<file path="src/rtl/multi_cycle_controller_pkg.sv">
// Shared definitions for the multi-cycle RV32I control path: FSM state
// encoding, opcode values, AluOp codes (shared with AluControl) and ImmSrc codes.
package multi_cycle_controller_pkg;

  typedef enum logic [3:0] {
    ST_FETCH   = 4'd0,
    ST_DECODE  = 4'd1,
    ST_MEM_ADR = 4'd2,
    ST_MEM_RD  = 4'd3,
    ST_MEM_WB  = 4'd4,
    ST_MEM_WR  = 4'd5,
    ST_EXE_R   = 4'd6,
    ST_EXE_I   = 4'd7,
    ST_ALU_WB  = 4'd8,
    ST_BRANCH  = 4'd9,
    ST_JAL     = 4'd10,
    ST_JALR    = 4'd11,
    ST_JALR_PC = 4'd12,
    ST_LUI     = 4'd13,
    ST_HALT    = 4'd14
  } state_t;

  localparam logic [6:0] OP_R      = 7'b0110011;
  localparam logic [6:0] OP_I      = 7'b0010011;
  localparam logic [6:0] OP_LOAD   = 7'b0000011;
  localparam logic [6:0] OP_STORE  = 7'b0100011;
  localparam logic [6:0] OP_BRANCH = 7'b1100011;
  localparam logic [6:0] OP_JAL    = 7'b1101111;
  localparam logic [6:0] OP_JALR   = 7'b1100111;
  localparam logic [6:0] OP_LUI    = 7'b0110111;

  localparam logic [1:0] ALUOP_ADD  = 2'b00;
  localparam logic [1:0] ALUOP_SUB  = 2'b01;
  localparam logic [1:0] ALUOP_FUNC = 2'b10;

  localparam logic [2:0] IMM_I = 3'b000;
  localparam logic [2:0] IMM_S = 3'b001;
  localparam logic [2:0] IMM_B = 3'b010;
  localparam logic [2:0] IMM_J = 3'b011;
  localparam logic [2:0] IMM_U = 3'b100;

endpackage

</file>
<file path="src/rtl/multi_cycle_controller_imm_src_decoder.sv">
// Combinational opcode -> immediate format select. Opcodes without an
// immediate (R-type, unknown) fall back to the I format.
module imm_src_decoder
  import multi_cycle_controller_pkg::*;
(
  input  logic [6:0] opcode,
  output logic [2:0] imm_src
);

  // Map each opcode to the immediate layout its encoding uses.
  always_comb begin
    imm_src = IMM_I;
    case (opcode)
      OP_I, OP_LOAD, OP_JALR: imm_src = IMM_I;
      OP_STORE:               imm_src = IMM_S;
      OP_BRANCH:              imm_src = IMM_B;
      OP_JAL:                 imm_src = IMM_J;
      OP_LUI:                 imm_src = IMM_U;
      default:                imm_src = IMM_I;
    endcase
  end

endmodule

</file>
<file path="src/rtl/multi_cycle_controller.sv">
// Main control FSM of the multi-cycle RV32I core. Steps each instruction
// through fetch/decode/execute/memory/writeback, drives datapath enables
// and mux selects, and resolves branches from the ALU flags.
module multi_cycle_controller
  import multi_cycle_controller_pkg::*;
#(
  parameter bit ILLEGAL_HALT = 1'b0
) (
  input  logic       clk,
  input  logic       rst,
  input  logic [6:0] opcode,
  input  logic [2:0] func3,
  input  logic       zero,
  input  logic       neg,
  output logic       PCWrite,
  output logic       AdrSrc,
  output logic       MemWrite,
  output logic       IRWrite,
  output logic       RegWrite,
  output logic [1:0] ResultSrc,
  output logic [1:0] AluSrcA,
  output logic [1:0] AluSrcB,
  output logic [1:0] AluOp,
  output logic [2:0] ImmSrc,
  output logic       instr_done,
  output logic       illegal_op
);

  state_t     state_r;
  state_t     next_state_s;
  logic [2:0] imm_src_s;
  logic       taken_s;

  imm_src_decoder u_imm_src_decoder (
    .opcode  (opcode),
    .imm_src (imm_src_s)
  );

  // State register; reset forces a clean restart from FETCH.
  always_ff @(posedge clk) begin
    if (rst) begin
      state_r <= ST_FETCH;
    end else begin
      state_r <= next_state_s;
    end
  end

  // Branch condition from func3 and the ALU flags of rs1 - rs2.
  always_comb begin
    taken_s = 1'b0;
    case (func3)
      3'b000:  taken_s = zero;
      3'b001:  taken_s = ~zero;
      3'b100:  taken_s = neg;
      3'b101:  taken_s = ~neg;
      default: taken_s = 1'b0;
    endcase
  end

  // Next-state selection.
  always_comb begin
    next_state_s = ST_FETCH;
    case (state_r)
      ST_FETCH: next_state_s = ST_DECODE;
      ST_DECODE: begin
        case (opcode)
          OP_R:               next_state_s = ST_EXE_R;
          OP_I:               next_state_s = ST_EXE_I;
          OP_LOAD, OP_STORE:  next_state_s = ST_MEM_ADR;
          OP_BRANCH:          next_state_s = ST_BRANCH;
          OP_JAL:             next_state_s = ST_JAL;
          OP_JALR:            next_state_s = ST_JALR;
          OP_LUI:             next_state_s = ST_LUI;
          default:            next_state_s = ILLEGAL_HALT ? ST_HALT : ST_FETCH;
        endcase
      end
      ST_MEM_ADR: begin
        if (opcode == OP_LOAD) begin
          next_state_s = ST_MEM_RD;
        end else begin
          next_state_s = ST_MEM_WR;
        end
      end
      ST_MEM_RD:  next_state_s = ST_MEM_WB;
      ST_MEM_WB:  next_state_s = ST_FETCH;
      ST_MEM_WR:  next_state_s = ST_FETCH;
      ST_EXE_R:   next_state_s = ST_ALU_WB;
      ST_EXE_I:   next_state_s = ST_ALU_WB;
      ST_LUI:     next_state_s = ST_ALU_WB;
      ST_ALU_WB:  next_state_s = ST_FETCH;
      ST_BRANCH:  next_state_s = ST_FETCH;
      ST_JAL:     next_state_s = ST_ALU_WB;
      ST_JALR:    next_state_s = ST_JALR_PC;
      ST_JALR_PC: next_state_s = ST_ALU_WB;
      ST_HALT:    next_state_s = ST_HALT;
      default:    next_state_s = ST_FETCH;
    endcase
  end

  // Datapath controls decoded from the state; everything is forced low
  // while rst is high so an aborted instruction issues no further writes.
  always_comb begin
    PCWrite    = 1'b0;
    AdrSrc     = 1'b0;
    MemWrite   = 1'b0;
    IRWrite    = 1'b0;
    RegWrite   = 1'b0;
    ResultSrc  = 2'b00;
    AluSrcA    = 2'b00;
    AluSrcB    = 2'b00;
    AluOp      = ALUOP_ADD;
    ImmSrc     = 3'b000;
    instr_done = 1'b0;
    illegal_op = 1'b0;
    if (rst) begin
      ImmSrc = 3'b000;
    end else begin
      ImmSrc = imm_src_s;
      case (state_r)
        ST_FETCH: begin
          IRWrite   = 1'b1;
          PCWrite   = 1'b1;
          AluSrcB   = 2'b10;
          ResultSrc = 2'b10;
        end
        ST_DECODE: begin
          AluSrcA = 2'b01;
          AluSrcB = 2'b01;
          case (opcode)
            OP_R, OP_I, OP_LOAD, OP_STORE, OP_BRANCH,
            OP_JAL, OP_JALR, OP_LUI: illegal_op = 1'b0;
            default:                 illegal_op = 1'b1;
          endcase
        end
        ST_MEM_ADR, ST_JALR: begin
          AluSrcA = 2'b10;
          AluSrcB = 2'b01;
        end
        ST_MEM_RD: begin
          AdrSrc = 1'b1;
        end
        ST_MEM_WB: begin
          ResultSrc  = 2'b01;
          RegWrite   = 1'b1;
          instr_done = 1'b1;
        end
        ST_MEM_WR: begin
          AdrSrc     = 1'b1;
          MemWrite   = 1'b1;
          instr_done = 1'b1;
        end
        ST_EXE_R: begin
          AluSrcA = 2'b10;
          AluOp   = ALUOP_FUNC;
        end
        ST_EXE_I: begin
          AluSrcA = 2'b10;
          AluSrcB = 2'b01;
          AluOp   = ALUOP_FUNC;
        end
        ST_LUI: begin
          AluSrcA = 2'b11;
          AluSrcB = 2'b01;
        end
        ST_ALU_WB: begin
          RegWrite   = 1'b1;
          instr_done = 1'b1;
        end
        ST_BRANCH: begin
          AluSrcA    = 2'b10;
          AluOp      = ALUOP_SUB;
          PCWrite    = taken_s;
          instr_done = 1'b1;
        end
        ST_JAL, ST_JALR_PC: begin
          AluSrcA = 2'b01;
          AluSrcB = 2'b10;
          PCWrite = 1'b1;
        end
        ST_HALT: begin
          PCWrite = 1'b0;
        end
        default: begin
          PCWrite = 1'b0;
        end
      endcase
    end
  end

endmodule

</file>
<file path="config.mk">
export PLATFORM = sky130hd
export DESIGN_NAME = multi_cycle_controller
export DESIGN_NICKNAME = d
export VERILOG_FILES = /design/src/rtl/multi_cycle_controller_pkg.sv /design/src/rtl/multi_cycle_controller_imm_src_decoder.sv /design/src/rtl/multi_cycle_controller.sv
export SDC_FILE = /design/constraint.sdc
export NUM_CORES = 1
export LEC_CHECK = 0
export ABC_AREA = 0
export BUFFER_PORTS_ARGS = -buffer_cell sky130_fd_sc_hd__buf_2
export CAP_MARGIN = 40
export CORE_MARGIN = 10
export CORE_UTILIZATION = 45
export CTS_CLUSTER_DIAMETER = 60
export DETAILED_ROUTE_END_ITERATION = 12
export GPL_TIMING_DRIVEN = 0
export HOLD_SLACK_MARGIN = 0.1
export PLACE_DENSITY = 0.78
export SYNTH_ARGS = -nofsm -noshare
export SYNTH_HDL_FRONTEND = slang
export SYNTH_HIERARCHICAL = 1
export SYNTH_SLANG_ARGS = --single-unit
</file>
<file path="constraint.sdc">
create_clock -name clk -period 1.8 [get_ports clk]
set_input_delay 0.36 -clock clk [delete_from_list [all_inputs] [get_ports clk]]
set_output_delay 0.36 -clock clk [all_outputs]
set_load 0.02 [all_outputs]
</file>
After elaboration in Yosys (flattened, before gate mapping)
Cells that the tools add are included.
Cells by class
  reduce and logical (&&, ||, !) cells: 13
  equal/unequal tests: 25
  shifts and indexed selects: 0
  order comparisons: 0
  add/sub/neg operators: 0
  divide/modulo/power cells: 0
  multiply operators: 0
  bitwise logic cells: 2
  muxes and demuxes: 29
Operators with widths (count)
  4-bit case mux with 7 select lines: 2
  4-bit equality test, second input constant: 7
  7-bit by 6-bit equality test with 1-bit output, second input constant: 3
  7-bit equality test, second input constant: 3
  4-bit by 3-bit equality test with 1-bit output, second input constant: 4
  5-bit OR reduction: 3
  1-bit 2-to-1 mux: 14
  2-bit case mux with 2 select lines: 3
  3-bit case mux with 4 select lines: 1
  4-bit by 2-bit equality test with 1-bit output, second input constant: 2
  2-bit 2-to-1 mux: 4
  2-bit OR reduction: 4
  8-bit OR reduction: 1
  7-bit by 2-bit equality test with 1-bit output, second input constant: 1
  7-bit by 5-bit equality test with 1-bit output, second input constant: 1
  3-bit equality test, second input constant: 2
  3-bit 2-to-1 mux: 2
  2-bit case mux with 3 select lines: 1
  3-bit OR reduction: 2
  4-bit by 1-bit equality test with 1-bit output, second input constant: 1
  4-bit zero test: 1
  1-bit case mux with 4 select lines: 1
  4-bit OR reduction: 1
  3-bit by 1-bit equality test with 1-bit output, second input constant: 1
  other kinds (3): 4
Storage, ports and cells
  memory bits (writable): 0
  bits in latches: 0
  memories kept: 0
  flip-flop bits (word level): 4
  bits in read-only memories: 0
  output and inout port bits: 18

Depth between registers and ports, before layout
  word-level depth: 5
  depth in mapped cells: 6

Hierarchy
The synthesis kept the hierarchy.
Modules (own cells, without submodules)
  multi_cycle_controller: times used 1, area each 598.1 sq um, cells an instance 87
  imm_src_decoder: times used 1, area each 61.3 sq um, cells an instance 8

Least setup slack after synthesis
Ideal clock, no wire load.
  path type: input-to-output
  start point: input port rst
  end point: output port ResultSrc[1]
  data arrival time: 1.789 ns
  slack: -0.349 ns
  stages: 4
  path buffers: 3
  cell sequence: clkbuf_1 -> clkbuf_1 -> nor4_1 -> buf_4
Between the ends
  longest elaborated chain between the ends: 1
Ends and longest elaborated chain
  start: declaration: RTL line multi_cycle_controller.sv:10  | input logic rst,
  2-bit 2-to-1 mux: RTL line multi_cycle_controller.sv:115  | if (rst) begin
  end: declaration: RTL line multi_cycle_controller.sv:20  | output logic [1:0] ResultSrc,
Every way passes these cells.

Worst setup path after layout
  start point: register state_r[2]
  end point: output port PCWrite
Between the ends
  longest elaborated chain between the ends: 4
Ends and longest elaborated chain
  start: declaration: RTL line multi_cycle_controller.sv:29  | state_t state_r;
  start signal: assignment: RTL line multi_cycle_controller.sv:44  | state_r <= next_state_s;
  4-bit equality test or 4-bit zero test (tied branches): RTL line multi_cycle_controller.sv:119  | case (state_r)
  3-bit OR reduction (no source line)
  1-bit case mux with 2 select lines (*): RTL line multi_cycle_controller.sv:119
  1-bit 2-to-1 mux (*): RTL line multi_cycle_controller.sv:115
  end: declaration: RTL line multi_cycle_controller.sv:15  | output logic PCWrite,
Mark *: on every way between the ends. The rest lies on a longest branch, timed or not.

==> metrics.txt <==
outcome=finished with violations; failing checks=negative setup slack; clock sink count=4; clk_lat worst skew=roughly 0.23 ns; via count=853; DRT Pass-1 Iters=4; period utilisation layout=1.022; number of enable flip-flop cells after synthesis=0; Worst EP required=between 1 and 1.5 ns; initial drt markers=23; die width=between 50 and 60 um; Avg Cell Area, Syn=6.941 um2; Slew headroom=0.7942; cell area after placement=854.6 um2; setup TNS=-0.03904 ns; RSZ-0062 raised after global routing=yes; CTS H-tree depth=1; Clk pin slew, worst setup/hold paths=0.04 ns; clk root buf=clkbuf_4; Reg with most FFs=state_r; core box area=1334 um2; first-pass GRT wire length=around 3600 um; # setup viols final=1; Post-Route WL=approximately 2200 um; Area Overhead vs Synth=47.25%; Seq cells post-synth=4; layout cells sized above 1=0.4531; CTS Buffer Depth=2; Max Clock Skew=0.0009251 ns; Starting Density=0.4944; # diodes=0; TritonCTS buffer count=3; pin count of the biggest net entering global routing=11; GRT Overall Usage=0.1245; post-route insts no fill=approximately 140; Syn Nets=109; critical path class=reg -> out; asr flop ratio synth=0; Die ar.=3397 um2; Final WS setup=-0.03904 ns; Total Power=roughly 0.35 mW; minimum clock period=approximately 1.8 ns; Yosys warning count=6; Post-DRT Antenna Nets=0; CTS Hold Bufs=0; initial antenna violation count=0; Site Rows=13; max reg flops=4; Mapped Cells=95; Mapped Area=659.4 um2; Avg WL per Cell=15.69 um; crit-path max FO=7; synth unique cells=37; sequential-to-total area share from yosys stat=0.1214; Final Max Slew Viols=0; Top FF cell, synth=dfxtp_1; Inst Count DP=140; Hold Violations, Final=0; PwrDens=357.1 nW/um2; Worst Hold Class=in -> reg; grt ovf=0; critical path startpoint category=register; WP data arrival=1.48 ns; DRC errors left=0; number of global-route vias before repair=795; TritonCTS clock tree=done; die height=58.28 um; worst hold slack=0.4972 ns; f_max=543.8 MHz; post-layout net count=144; Slew @ Worst Pin=0.3059 ns; Final Wtd Congestion=~0.80; cell area after layout=970.9 um2; Critical Path End Type=output port; Max rail drop VDD=~250 uV; largest registers=state_r x4; Post-DP HPWL=1677 um; I/O Buffers=30; # IOs=32; Pleak=0.4196 nW; maxcap violations=0; post-DR vias/cell=approximately 6.0
[worst paths after layout]
check / to / from / slack (ns) / depth (start not counted)
max reg2reg: state_r[2] / state_r[3] / 0.56 / 5
min: state_r[1] / opcode[1] / 0.50 / 3
min reg2reg: state_r[2] / state_r[2] / 0.68 / 3
max: PCWrite / state_r[2] / -0.04 / 4
[cell usage after synthesis (2+ instances only)]
cell      n  area (um2)
a21oi_1   6       30.03
nand2_1   4       15.01
buf_2     4       20.02
xor2_1    2       17.52
o22ai_1   2       12.51
inv_1     2       7.510
a211oi_1  2       15.01
nor2_1    8       30.03
mux2i_1   2       20.02
xnor2_1   4       35.03
and3_1    4       25.02
clkbuf_1  4       15.01
a211oi_2  2       25.02
nand3_1   6       30.03
nor3_1    3       15.01
dfxtp_1   4       80.08
nor4_1    4       25.02
or3_1     3       18.77
and3b_1   2       17.52
nor2b_1   5       31.28
nor4b_1   3       26.28
nand2b_1  3       18.77
o211ai_1  2       15.01
[power by group]
part           internal (mW)  leakage, nW  switching (mW)
clock                 0.0743       0.0138          0.0330
sequential            0.0882       0.0352         0.00595
combinational         0.0636        0.371          0.0816
total                  0.226        0.420           0.121
[cells by family (layout without fill, tap and decap cells)]
| group | Yosys count | in the layout | synth area share |
|---|---|---|---|
| AO/OA/AOI/OAI | 21 | 21 | 0.2353 |
| XOR/XNOR | 6 | 6 | 0.07970 |
| flip-flops | 4 | 4 | 0.1214 |
| AND/OR/NAND/NOR | 51 | 51 | 0.4573 |
| buffers and inverters | 11 | 44 | 0.07590 |
| multiplexers | 2 | 2 | 0.03036 |
[worst max-delay path, cell delays in order, from the launching register on]
cell,delay (ns)
dfxtp_4,0.37
or3_4,0.38
a211oi_4,0.21
o21bai_4,0.16
buf_6,0.13
[layout by cell type (no fill, tap or decap), types with 2 or more instances in the layout]
cell and count:
nor2_1 8, xnor2_1 4, buf_6 2, a21oi_1 6, o22ai_1 2, nor4_1 2
nand2b_1 3, inv_1 2, clkbuf_2 3, nor2b_1 4, buf_4 5, or3_4 2
nand2_1 4, and3_1 4, dfxtp_4 3, buf_2 28, clkbuf_4 4, nor4b_1 2
mux2i_1 2, nand3_1 6, a211oi_1 2, and3b_1 2, o211ai_1 2, nor3_1 3
[timing repair]
| action | in CTS | in global routing |
|---|---|---|
| gates resized for setup | 16 | 16 |
| endpoints found under the setup margin | 14 | 9 |
| buffers inserted | 2 | 0 |
| pin swaps | 1 | 1 |
| endpoints found under the hold margin | 0 | 0 |
[cell type report]
cell class / count / area, um2
well taps: 15 / 18.77
plain buffers: 7 / 45.04
clock buffers: 3 / 22.52
flip-flops and latches: 4 / 92.59
inverters: 2 / 7.507
repair buffers: 32 / 177.7
fillers: 117 / 362.8
multi-input cells: 80 / 606.8
[metrics by stage]
stage,worst slack (ns),utilization
floorplan,-0.06024,-
global placement,-0.1107,0.6407
detailed placement,-0.1189,0.6407
CTS,-0.02236,0.6923
global route,-0.1034,0.7280
finish,-0.03904,0.7280
[metal layers]
layer / part of all wire / track usage / up-vias
met5: 0 / 0 / -
met4: 0 / 0.03020 / 0
met3: 0.055 / 0.02832 / 0
met2: 0.51 / 0.2140 / 24
met1: 0.43 / 0.1501 / 411
li1: - / - / 418
Note: power is estimated with default switching activity, not from simulation.
